==> src/rtl/vga_pkg.sv <==
// Shared VGA drawing constants and types.
// Holds the START-button box geometry and colours (MENU_BTN_*) and the
// button FSM state type used by draw_menu_button.
package vga_pkg;

    // Box geometry, inclusive pixel coordinates.
    localparam logic [10:0] MENU_BTN_X0     = 11'd412;
    localparam logic [10:0] MENU_BTN_X1     = 11'd611;
    localparam logic [10:0] MENU_BTN_Y0     = 11'd300;
    localparam logic [10:0] MENU_BTN_Y1     = 11'd359;
    localparam logic [10:0] MENU_BTN_BORDER = 11'd6;

    // Interior (fill) bounds, derived from the outer box and border width.
    localparam logic [10:0] MENU_BTN_IX0 = MENU_BTN_X0 + MENU_BTN_BORDER;
    localparam logic [10:0] MENU_BTN_IX1 = MENU_BTN_X1 - MENU_BTN_BORDER;
    localparam logic [10:0] MENU_BTN_IY0 = MENU_BTN_Y0 + MENU_BTN_BORDER;
    localparam logic [10:0] MENU_BTN_IY1 = MENU_BTN_Y1 - MENU_BTN_BORDER;

    // Colours.
    localparam logic [11:0] MENU_BTN_BORDER_RGB = 12'hf_a_5;
    localparam logic [11:0] MENU_BTN_FILL_RGB   = 12'h2_2_2;
    localparam logic [11:0] MENU_BTN_FLASH_RGB  = 12'hf_f_f;

    typedef enum logic [1:0] {
        OFF   = 2'd0,
        BLINK = 2'd1,
        ACK   = 2'd2,
        DONE  = 2'd3
    } btn_state_t;

endpackage

==> src/rtl/vga_if.sv <==
// VGA pixel stream bundle passed between draw stages.
// Fields: hcount/vcount (11 b), hsync, vsync, hblnk, vblnk, rgb (12 b).
// Modports: in (consumer side), out (producer side).
interface vga_if;
    logic [10:0] hcount;
    logic [10:0] vcount;
    logic        hsync;
    logic        vsync;
    logic        hblnk;
    logic        vblnk;
    logic [11:0] rgb;

    modport in  (input  hcount, vcount, hsync, vsync, hblnk, vblnk, rgb);
    modport out (output hcount, vcount, hsync, vsync, hblnk, vblnk, rgb);
endinterface

==> src/rtl/draw_menu_button_edge_rise.sv <==
// Registered rising-edge detector.
// Ports: clk, rst (sync, active high), d (level in), rise (d & ~previous d).
// RESET_VAL sets the previous-value register on reset; 1 suppresses an
// edge for an input already high when reset is released.
module edge_rise #(
    parameter logic RESET_VAL = 1'b0
) (
    input  logic clk,
    input  logic rst,
    input  logic d,
    output logic rise
);

    logic prev;

    always_ff @(posedge clk) begin
        if (rst) prev <= RESET_VAL;
        else     prev <= d;
    end

    assign rise = d & ~prev;

endmodule

==> src/rtl/draw_menu_button.sv <==
// Blinking START button overlay for the menu / game-over screens.
// Ports:
//   clk, rst      pixel clock, synchronous active-high reset
//   state         game state; button active only for 0 (menu) or 6 (game over)
//   btn_start     debounced start button level
//   start_ack     one-cycle pulse when the acknowledge flash completes
//   vga_btn_in    VGA stream from draw_menu
//   vga_btn_out   VGA stream to the next stage (1-cycle registered)
module draw_menu_button
    import vga_pkg::*;
#(
    parameter int unsigned BLINK_FRAMES = 30,
    parameter int unsigned ACK_FRAMES   = 24,
    parameter int unsigned ACK_TOGGLE   = 4
) (
    input  logic       clk,
    input  logic       rst,
    input  logic [2:0] state,
    input  logic       btn_start,
    output logic       start_ack,
    vga_if.in          vga_btn_in,
    vga_if.out         vga_btn_out
);

    localparam int unsigned CNT_MAX = (BLINK_FRAMES > ACK_FRAMES) ? BLINK_FRAMES : ACK_FRAMES;
    localparam int unsigned CNT_W   = (CNT_MAX > 1) ? $clog2(CNT_MAX) : 1;
    localparam logic [CNT_W-1:0] BLINK_LAST = CNT_W'(BLINK_FRAMES - 1);
    localparam logic [CNT_W-1:0] ACK_LAST   = CNT_W'(ACK_FRAMES - 1);
    localparam logic [CNT_W-1:0] TOGGLE_DIV = CNT_W'(ACK_TOGGLE);

    btn_state_t       btn_st;
    logic [CNT_W-1:0] frame_cnt;
    logic             visible;
    logic             tick;
    logic             press;
    logic             active;
    logic             in_box;
    logic             on_border;
    logic             draw;
    logic [11:0]      rgb_nxt;

    edge_rise #(.RESET_VAL(1'b0)) u_vblnk_edge (
        .clk  (clk),
        .rst  (rst),
        .d    (vga_btn_in.vblnk),
        .rise (tick)
    );

    // Resets high so a button held through reset never counts as a press.
    edge_rise #(.RESET_VAL(1'b1)) u_start_edge (
        .clk  (clk),
        .rst  (rst),
        .d    (btn_start),
        .rise (press)
    );

    assign active = (state == 3'd0) || (state == 3'd6);

    always_ff @(posedge clk) begin
        if (rst) begin
            btn_st    <= OFF;
            frame_cnt <= '0;
            visible   <= 1'b1;
            start_ack <= 1'b0;
        end else begin
            start_ack <= 1'b0;
            // Leaving the menu states overrides everything, including the
            // final ACK tick, so no acknowledge escapes in that cycle.
            if (!active) begin
                btn_st <= OFF;
            end else begin
                case (btn_st)
                    OFF: begin
                        btn_st    <= BLINK;
                        frame_cnt <= '0;
                        visible   <= 1'b1;
                    end
                    BLINK: begin
                        if (press) begin
                            btn_st    <= ACK;
                            frame_cnt <= '0;
                            visible   <= 1'b1;
                        end else if (tick) begin
                            if (frame_cnt == BLINK_LAST) begin
                                visible   <= ~visible;
                                frame_cnt <= '0;
                            end else begin
                                frame_cnt <= frame_cnt + 1'b1;
                            end
                        end
                    end
                    ACK: begin
                        if (tick) begin
                            if (frame_cnt == ACK_LAST) begin
                                btn_st    <= DONE;
                                start_ack <= 1'b1;
                            end else begin
                                frame_cnt <= frame_cnt + 1'b1;
                            end
                        end
                    end
                    default: ;
                endcase
            end
        end
    end

    always_comb begin
        in_box = (vga_btn_in.hcount >= MENU_BTN_X0) && (vga_btn_in.hcount <= MENU_BTN_X1) &&
                 (vga_btn_in.vcount >= MENU_BTN_Y0) && (vga_btn_in.vcount <= MENU_BTN_Y1);
        on_border = (vga_btn_in.hcount < MENU_BTN_IX0) || (vga_btn_in.hcount > MENU_BTN_IX1) ||
                    (vga_btn_in.vcount < MENU_BTN_IY0) || (vga_btn_in.vcount > MENU_BTN_IY1);
        draw = (btn_st == ACK) || ((btn_st == BLINK) && visible);
        rgb_nxt = vga_btn_in.rgb;
        if (draw && in_box) begin
            if (on_border)
                rgb_nxt = MENU_BTN_BORDER_RGB;
            // Even toggle groups (starting at frame_cnt 0) flash white.
            else if ((btn_st == ACK) && (((frame_cnt / TOGGLE_DIV) & CNT_W'(1)) == '0))
                rgb_nxt = MENU_BTN_FLASH_RGB;
            else
                rgb_nxt = MENU_BTN_FILL_RGB;
        end
    end

    always_ff @(posedge clk) begin
        if (rst) begin
            vga_btn_out.hcount <= '0;
            vga_btn_out.vcount <= '0;
            vga_btn_out.hsync  <= 1'b0;
            vga_btn_out.vsync  <= 1'b0;
            vga_btn_out.hblnk  <= 1'b0;
            vga_btn_out.vblnk  <= 1'b0;
            vga_btn_out.rgb    <= '0;
        end else begin
            vga_btn_out.hcount <= vga_btn_in.hcount;
            vga_btn_out.vcount <= vga_btn_in.vcount;
            vga_btn_out.hsync  <= vga_btn_in.hsync;
            vga_btn_out.vsync  <= vga_btn_in.vsync;
            vga_btn_out.hblnk  <= vga_btn_in.hblnk;
            vga_btn_out.vblnk  <= vga_btn_in.vblnk;
            vga_btn_out.rgb    <= rgb_nxt;
        end
    end

endmodule

==> src/flat_wrapper.sv <==
// flat-port wrapper written by rule: the top's interface ports become plain ports
module draw_menu_button_flat import vga_pkg::*;
#(
    parameter int unsigned BLINK_FRAMES = 30,
    parameter int unsigned ACK_FRAMES   = 24,
    parameter int unsigned ACK_TOGGLE   = 4
)
  (clk, rst, state, btn_start, start_ack, vga_btn_in_hcount, vga_btn_in_vcount, vga_btn_in_hsync, vga_btn_in_vsync, vga_btn_in_hblnk, vga_btn_in_vblnk, vga_btn_in_rgb, vga_btn_out_hcount, vga_btn_out_vcount, vga_btn_out_hsync, vga_btn_out_vsync, vga_btn_out_hblnk, vga_btn_out_vblnk, vga_btn_out_rgb);
  vga_if vga_btn_in_i ();
  vga_if vga_btn_out_i ();
  input  logic clk;
  input  logic rst;
  input  logic [2:0] state;
  input  logic btn_start;
  output logic start_ack;
  input wire logic [$bits(vga_btn_in_i.hcount)-1:0] vga_btn_in_hcount;
  input wire logic [$bits(vga_btn_in_i.vcount)-1:0] vga_btn_in_vcount;
  input wire logic [$bits(vga_btn_in_i.hsync)-1:0] vga_btn_in_hsync;
  input wire logic [$bits(vga_btn_in_i.vsync)-1:0] vga_btn_in_vsync;
  input wire logic [$bits(vga_btn_in_i.hblnk)-1:0] vga_btn_in_hblnk;
  input wire logic [$bits(vga_btn_in_i.vblnk)-1:0] vga_btn_in_vblnk;
  input wire logic [$bits(vga_btn_in_i.rgb)-1:0] vga_btn_in_rgb;
  output wire logic [$bits(vga_btn_out_i.hcount)-1:0] vga_btn_out_hcount;
  output wire logic [$bits(vga_btn_out_i.vcount)-1:0] vga_btn_out_vcount;
  output wire logic [$bits(vga_btn_out_i.hsync)-1:0] vga_btn_out_hsync;
  output wire logic [$bits(vga_btn_out_i.vsync)-1:0] vga_btn_out_vsync;
  output wire logic [$bits(vga_btn_out_i.hblnk)-1:0] vga_btn_out_hblnk;
  output wire logic [$bits(vga_btn_out_i.vblnk)-1:0] vga_btn_out_vblnk;
  output wire logic [$bits(vga_btn_out_i.rgb)-1:0] vga_btn_out_rgb;
  assign vga_btn_in_i.hcount = vga_btn_in_hcount;
  assign vga_btn_in_i.vcount = vga_btn_in_vcount;
  assign vga_btn_in_i.hsync = vga_btn_in_hsync;
  assign vga_btn_in_i.vsync = vga_btn_in_vsync;
  assign vga_btn_in_i.hblnk = vga_btn_in_hblnk;
  assign vga_btn_in_i.vblnk = vga_btn_in_vblnk;
  assign vga_btn_in_i.rgb = vga_btn_in_rgb;
  assign vga_btn_out_hcount = vga_btn_out_i.hcount;
  assign vga_btn_out_vcount = vga_btn_out_i.vcount;
  assign vga_btn_out_hsync = vga_btn_out_i.hsync;
  assign vga_btn_out_vsync = vga_btn_out_i.vsync;
  assign vga_btn_out_hblnk = vga_btn_out_i.hblnk;
  assign vga_btn_out_vblnk = vga_btn_out_i.vblnk;
  assign vga_btn_out_rgb = vga_btn_out_i.rgb;
  draw_menu_button #(.BLINK_FRAMES(BLINK_FRAMES), .ACK_FRAMES(ACK_FRAMES), .ACK_TOGGLE(ACK_TOGGLE)) u_core (.clk(clk), .rst(rst), .state(state), .btn_start(btn_start), .start_ack(start_ack), .vga_btn_in(vga_btn_in_i), .vga_btn_out(vga_btn_out_i));
endmodule
==> config.mk <==
export PLATFORM = sky130hd
export DESIGN_NAME = draw_menu_button_flat
export DESIGN_NICKNAME = d
export VERILOG_FILES = /design/src/rtl/vga_pkg.sv /design/src/rtl/vga_if.sv /design/src/rtl/draw_menu_button_edge_rise.sv /design/src/rtl/draw_menu_button.sv /design/src/flat_wrapper.sv
export SDC_FILE = /design/constraint.sdc
export NUM_CORES = 1
export LEC_CHECK = 0
export ABC_AREA = 0
export BUFFER_PORTS_ARGS = -buffer_cell sky130_fd_sc_hd__buf_2
export CAP_MARGIN = 25
export CORE_MARGIN = 2
export CORE_UTILIZATION = 50
export CTS_BUF_LIST = sky130_fd_sc_hd__clkbuf_4 sky130_fd_sc_hd__clkbuf_8 sky130_fd_sc_hd__clkbuf_16
export DETAILED_ROUTE_END_ITERATION = 8
export GPL_ROUTABILITY_DRIVEN = 0
export PLACE_DENSITY = 0.83
export SLEW_MARGIN = 5
export SYNTH_ARGS = -nofsm -noshare
export SYNTH_HDL_FRONTEND = slang
export SYNTH_SLANG_ARGS = --single-unit
==> constraint.sdc <==
create_clock -name clk -period 6.3 [get_ports clk]
set_clock_uncertainty 0.2 [all_clocks]
set_input_delay 1.26 -clock clk [delete_from_list [all_inputs] [get_ports clk]]
set_output_delay 1.26 -clock clk [all_outputs]
set_load 0.05 [all_outputs]
==> results.tsv, run 1 <==
stage	metric	value	unit
logic_synthesis	simple-gate area share of the yosys netlist	0.273	
routing	number of routed nets with antenna violations	0	
timing	minimum hold slack	0.294	ns
pwr	overall power	0.655	mW
critical_path	R2R Setup Slk	3.81	ns
logic_synthesis	Cells after Synth	198	
timing	post-route clock period utilization	0.528	
pwr	PD cells	264	nW/µm²
floorplan	Die ar.	4350	µm²
logic_synthesis	library cells used by synthesis	45	
clock_network	cts hold-fix bufs	0	
logic_synthesis	Seq/Total Area, Yosys	0.500	
clock_network	htree depth	2	
floorplan	Die X	66.0	µm
place	PortBufs	82	
final_layout	Area growth syn-to-layout	29.2	%
pwr	VDD IR-drop max	0.000210	V
routing	first-pass iteration count of the detailed router	4	
floorplan	Core Rows	22	
timing	min cycle time layout	3.33	ns
timing	RSZ-0062 raised after global routing	no	
place	DP HPWL	3020	µm
timing	Setup TNS	0	ns
final_layout	Post-Layout Cell Count	331	
logic_synthesis	Post-Syn Nets	249	
logic_synthesis	number of synthesized flops with an enable pin	0	
global_route	first-pass GRT wire length	6670	µm
final_layout	most common cell after layout, fill and taps aside	buf_2	
final_layout	most frequent cells in the layout	buf_2 (83), dfxtp_1 (48), nor2b_1 (27)	
logic_synthesis	largest family of logic cells by synthesized area	simple AND/OR/NAND/NOR gates	
logic_synthesis	XOR/XNOR share of the synthesized area	0.00456	
critical_path	Arrival @ worst endpoint	3.29	ns
logic_synthesis	Synth async-reset ratio	0	
final_layout	Final nets	333	
critical_path	startpoint types	input port	
clock_network	CTS Buf Count	5	
global_route	total global-route track usage	0.198	
place	Post-Place Cells	322	
global_route	largest net degree at the start of global routing	47	
global_route	vias in the first global route	1565	
timing	Fmax	0.300	GHz
place	placed cell area	2360	µm²
routing	WL/cell	12.5	µm
clock_network	CTS tree	yes	
logic_synthesis	Synth Area in Adders	0.0456	
logic_synthesis	Compound-Gate Fraction of Synth Area	0.138	
clock_network	CTS clk-pin slew, worst paths	0.09	ns
timing	pins over their slew limit	0	
final_layout	post-layout instance area	2480	µm²
critical_path	Crit. End Element	flip-flop	
timing	worst-margin pin slew	0.809	ns
timing	Rel. slew slack	0.461	
clock_network	post-CTS setup buffer count	0	
routing	# DRC	0	
clock_network	clock tree buffer depth	2	
critical_path	crit path max fanout	8	
routing	Routed WL	4130	µm
pwr	Leak	1.14	nW
routing	via count	1689	
routing	Avg Vias per Cell	5.10	
global_route	initial antenna violation count	0	
logic_synthesis	area of the mapped netlist	1920	µm²
global_route	grt total ovfl	0	
clock_network	clk_lat worst skew	0.30	ns
floorplan	Die H	66.0	µm
floorplan	initial core utilization	0.521	
critical_path	CP required	6.26	ns
status	outcome	completed	
logic_synthesis	flop and latch count out of synthesis	48	
clock_network	Root Buffer	clkbuf_8	
final_layout	fillers	320	
run	max_cap viols	0	
routing	DRT iter0 DRCs	66	
timing	Setup Viol. Count Final	0	
floorplan	Core Footprint	3690	µm²
final_layout	n_diodes	0	
logic_synthesis	Avg Inst Size Synth	9.70	µm²
logic_synthesis	mux contribution to synthesized area	0.00521	
final_layout	layout cell share with drive strength beyond 1	0.353	
clock_network	CTS Sinks	48	
critical_path	CP Class	in -> reg	
logic_synthesis	YS warnings	0	
floorplan	I/O pins	83	
timing	final hold violation count	0	
logic_synthesis	predominant post-synthesis flop cell	dfxtp_1	
min_path	Hold Path Class	reg -> reg	
clock_network	CTS resizes	0	
==> layout make-up <==
cell class	instances	area [µm²]	area share
Sequential cell	48	961	0.387
Multi-Input combinational cell	135	896	0.361
Timing Repair Buffer	83	415	0.167
Clock buffer	5	68.8	0.0277
Tap cell	48	60.1	0.0242
Clock inverter	3	46.3	0.0187
Inverter	9	33.8	0.0136
==> registers in the layout, summed over array words and instances, names as in the netlist, 2 cells and up <==
register,flops
u_core.btn_st,2
u_core.frame_cnt,5
u_core.vga_btn_out.hcount,11
u_core.vga_btn_out.rgb,12
u_core.vga_btn_out.vcount,11
==> through the flow <==
step | utilization | setup slack (ns)
after floorplan | - | 3.12
after global placement | 0.640 | 2.47
after detailed placement | 0.640 | 2.42
after CTS | 0.671 | 2.73
after global routing | 0.673 | 2.89
final | 0.673 | 2.97
==> cells by family (layout without fill, tap and decap cells) <==
| group | Yosys count | in the layout |
|---|---|---|
| AO/OA/AOI/OAI | 35 | 35 |
| XOR/XNOR | 1 | 1 |
| adder cells (fa/ha/maj) | 7 | 7 |
| AND/OR/NAND/NOR | 91 | 91 |
| flip-flops | 48 | 48 |
| multiplexers | 1 | 1 |
| buffers and inverters | 15 | 100 |
==> critical path, stage by stage <==
cell	delay (ns)
buf_2	0.11
or4_1	0.54
a311o_1	0.30
a2111oi_2	0.59
buf_2	0.29
nand2b_1	0.14
a21oi_2	0.05
==> routing by layer <==
layer	GRT usage	up-vias	share of wire	routed length (µm)
li1	-	862	-	-
met1	0.232	766	0.44	1810
met2	0.356	56	0.49	2010
met4	0.0434	0	0.0070	29
met5	0	-	0	0
met3	0.0562	5	0.069	287
==> cell usage after synthesis, types with 2 or more instances <==
cell,count,area share
dfxtp_1,48,0.50
nor2b_1,27,0.088
nor2_1,21,0.041
inv_1,9,0.018
a21oi_1,7,0.018
ha_1,7,0.046
nand3_1,6,0.016
nor3_1,6,0.016
a21o_1,5,0.020
clkbuf_1,4,0.0078
nand2b_1,4,0.013
or3_1,4,0.013
a31oi_1,3,0.0098
nand2_1,3,0.0059
nor4_1,3,0.0098
nor4b_1,3,0.014
o32ai_1,3,0.014
or2_2,3,0.0098
a211o_1,2,0.0091
and4b_1,2,0.010
buf_4,2,0.0078
nand4_1,2,0.0065
o211a_1,2,0.010
==> power by group <==
| group | switching (mW) | total, mW | internal, mW |
|---|---|---|---|
| Sequential | 0.00348 | 0.320 | 0.317 |
| Clock | 0.103 | 0.223 | 0.120 |
| Combinational | 0.0781 | 0.112 | 0.0338 |
==> worst paths after layout <==
kind                                         start                                   end  depth (start not counted)
setup / recovery              vga_btn_in_hcount[3]  u_core.vga_btn_out.rgb[1]$_SDFF_PP0_                          7
hold / removal    u_core.frame_cnt[1]$_SDFFE_PP0P_      u_core.frame_cnt[1]$_SDFFE_PP0P_                          2
setup reg to reg     u_core.btn_st[1]$_SDFFE_PP0P_  u_core.vga_btn_out.rgb[1]$_SDFF_PP0_                          8
hold reg to reg   u_core.frame_cnt[1]$_SDFFE_PP0P_      u_core.frame_cnt[1]$_SDFFE_PP0P_                          2
Note: power is estimated with default switching activity, not from simulation.
==> run 2, diff against run 1 <==
--- a/config.mk
+++ b/config.mk
@@ -9,11 +9,11 @@
 export BUFFER_PORTS_ARGS = -buffer_cell sky130_fd_sc_hd__buf_2
 export CAP_MARGIN = 25
 export CORE_MARGIN = 2
-export CORE_UTILIZATION = 50
+export CORE_UTILIZATION = 42
 export CTS_BUF_LIST = sky130_fd_sc_hd__clkbuf_4 sky130_fd_sc_hd__clkbuf_8 sky130_fd_sc_hd__clkbuf_16
 export DETAILED_ROUTE_END_ITERATION = 8
 export GPL_ROUTABILITY_DRIVEN = 0
-export PLACE_DENSITY = 0.83
+export PLACE_DENSITY = 0.75
 export SLEW_MARGIN = 5
 export SYNTH_ARGS = -nofsm -noshare
 export SYNTH_HDL_FRONTEND = slang
==> constraint.sdc (replaced) <==
create_clock -name clk -period 2.92 [get_ports clk]
set_clock_uncertainty 0.2 [all_clocks]
set_input_delay 0.584 -clock clk [delete_from_list [all_inputs] [get_ports clk]]
set_output_delay 0.584 -clock clk [all_outputs]
set_load 0.05 [all_outputs]
==> run 2 against run 1 <==
Effect of this change:
- via count decreased by 0.89%
- hold slack about the same
- total power increased by 100%
- sequential power increased by 120%
- sequential cell count unchanged
- clock-buffer cell count increased by 1
- critical path type unchanged
- critical endpoint is now u_core.vga_btn_out.rgb[6]$_SDFF_PP0_
==> results.tsv, run 2 (synthesized netlist as in run 1, its figures left out) <==
stage	metric	value	unit
critical_path	FF-to-FF path depth	8	
final_layout	most common cell after layout, fill and taps aside	buf_2	
timing	pins over their slew limit	0	
place	PortBufs	82	
final_layout	Area growth syn-to-layout	29.2	%
critical_path	worst reg2reg startpoint	u_core.btn_st[1]$_SDFFE_PP0P_	
timing	post-route clock period utilization	0.816	
final_layout	n_diodes	0	
clock_network	post-CTS setup buffer count	0	
final_layout	Post-Layout Cell Count	337	
timing	minimum hold slack	0.295	ns
clock_network	CTS resizes	0	
timing	Setup WS post-layout	0.536	ns
clock_network	Root Buffer	clkbuf_8	
global_route	grt total ovfl	0	
min_path	hold depth	2	
clock_network	htree depth	2	
timing	min cycle time layout	2.38	ns
clock_network	CTS tree	yes	
place	Setup WS pre-CTS	0.223	ns
place	Post-Place Cells	329	
critical_path	worst r2r dst	u_core.vga_btn_out.rgb[6]$_SDFF_PP0_	
timing	RSZ-0062 raised after global routing	no	
floorplan	initial core utilization	0.438	
timing	worst-margin pin slew	0.492	ns
pwr	PD cells	533	nW/µm²
global_route	first-pass GRT wire length	6830	µm
pwr	overall power	1.32	mW
timing	Setup TNS	0	ns
critical_path	startpoint types	input port	
timing	Fmax	0.419	GHz
global_route	total global-route track usage	0.164	
routing	WL/cell	12.2	µm
critical_path	CP required	2.91	ns
status	outcome	completed	
final_layout	Top reg by flops	u_core.vga_btn_out.rgb	
floorplan	I/O pins	83	
min_path	critical hold path startpoint	btn_start	
final_layout	largest registers	u_core.vga_btn_out.rgb: 12 flops, u_core.vga_btn_out.hcount: 11 flops, u_core.vga_btn_out.vcount: 11 flops	
critical_path	R2R Setup Slk	0.75	ns
global_route	largest net degree at the start of global routing	30	
timing	final hold violation count	0	
final_layout	Final nets	335	
clock_network	clock tree buffer depth	2	
floorplan	Die ar.	5130	µm²
final_layout	layout cell share with drive strength beyond 1	0.358	
routing	via count	1674	
floorplan	Die H	71.6	µm
final_layout	most frequent cells in the layout	buf_2 (82), dfxtp_1 (48), nor2b_1 (27)	
clock_network	clk_lat worst skew	0.29	ns
critical_path	CP Class	in -> reg	
global_route	initial antenna violation count	0	
place	DP HPWL	3140	µm
pwr	Leak	1.15	nW
clock_network	CTS Sinks	48	
timing	Setup Viol. Count Final	0	
routing	Routed WL	4100	µm
min_path	Worst Hold Path EP	u_core.u_start_edge.prev$_SDFF_PP1_	
min_path	Hold Path Class	in -> reg	
timing	Rel. slew slack	0.670	
critical_path	crit path max fanout	11	
pwr	VDD IR-drop max	0.000241	V
run	max_cap viols	0	
routing	Avg Vias per Cell	4.97	
critical_path	Arrival @ worst endpoint	2.37	ns
clock_network	cts hold-fix bufs	0	
routing	first-pass iteration count of the detailed router	4	
routing	number of routed nets with antenna violations	0	
clock_network	CTS Buf Count	5	
floorplan	Core Rows	24	
routing	# DRC	0	
floorplan	Core Footprint	4380	µm²
final_layout	max FFs per register	12	
floorplan	Die X	71.6	µm
clock_network	CTS clk-pin slew, worst paths	0.09	ns
routing	DRT iter0 DRCs	44	
global_route	vias in the first global route	1577	
critical_path	Crit. End Element	flip-flop	
==> run 2: changes by cell type in the layout (fill, tap and decap cells not counted) <==
cell | before | now
bufinv_16 | 1 | 0
clkbuf_4 | 0 | 1
buf_2 | 83 | 82
clkinv_4 | 0 | 1
inv_6 | 1 | 0
buf_4 | 0 | 3
==> run 2: stage by stage <==
stage | cell area, µm² | utilization
after global routing | 2480 | 0.566
after detailed placement | 2390 | 0.545
after floorplan | 1920 | -
after CTS | 2480 | 0.566
final | 2480 | 0.566
after global placement | 2390 | 0.545
==> run 2: worst max-delay path by stage <==
stage | start | end | cells after the start
finish | vga_btn_in_hcount[3] | u_core.vga_btn_out.rgb[6]$_SDFF_PP0_ | 7
global route | vga_btn_in_hcount[3] | u_core.vga_btn_out.rgb[4]$_SDFF_PP0_ | 7
CTS | vga_btn_in_hcount[3] | u_core.vga_btn_out.rgb[6]$_SDFF_PP0_ | 7
detailed placement | vga_btn_in_hcount[3] | u_core.vga_btn_out.rgb[6]$_SDFF_PP0_ | 7
global placement | vga_btn_in_hcount[3] | u_core.vga_btn_out.rgb[4]$_SDFF_PP0_ | 7
floorplan | vga_btn_in_hcount[3] | u_core.vga_btn_out.rgb[3]$_SDFF_PP0_ | 6
==> run 2: critical path, cell delays in order <==
cell	delay [ns]
buf_2	0.11
or4_1	0.54
a311o_1	0.30
a2111oi_2	0.36
buf_4	0.23
nor2_2	0.06
a21o_1	0.19
==> run 2: layout make-up <==
cell class	count	area, µm²
Inverter	9	33.8
Multi-Input combinational cell	135	896
Sequential cell	48	961
Fill cell	398	1900
Tap cell	52	65.1
Timing Repair Buffer	85	433
Clock buffer	6	76.3
Clock inverter	2	16.3
==> run 2: routing by layer <==
layer | vias up | share of wire | global-route usage
met1 | 739 | 0.44 | 0.205
met3 | 2 | 0.072 | 0.0422
met2 | 70 | 0.48 | 0.282
li1 | 863 | - | -
met5 | - | 0 | 0
met4 | 0 | 0.0068 | 0.0440
==> run 2: where the power goes <==
group | total [mW] | internal (mW) | switching [mW] | leakage (nW)
Clock | 0.391 | 0.180 | 0.211 | 0.0448
Combinational | 0.241 | 0.0738 | 0.168 | 0.703
Sequential | 0.691 | 0.684 | 0.00736 | 0.398
Total | 1.32 | 0.937 | 0.386 | 1.15
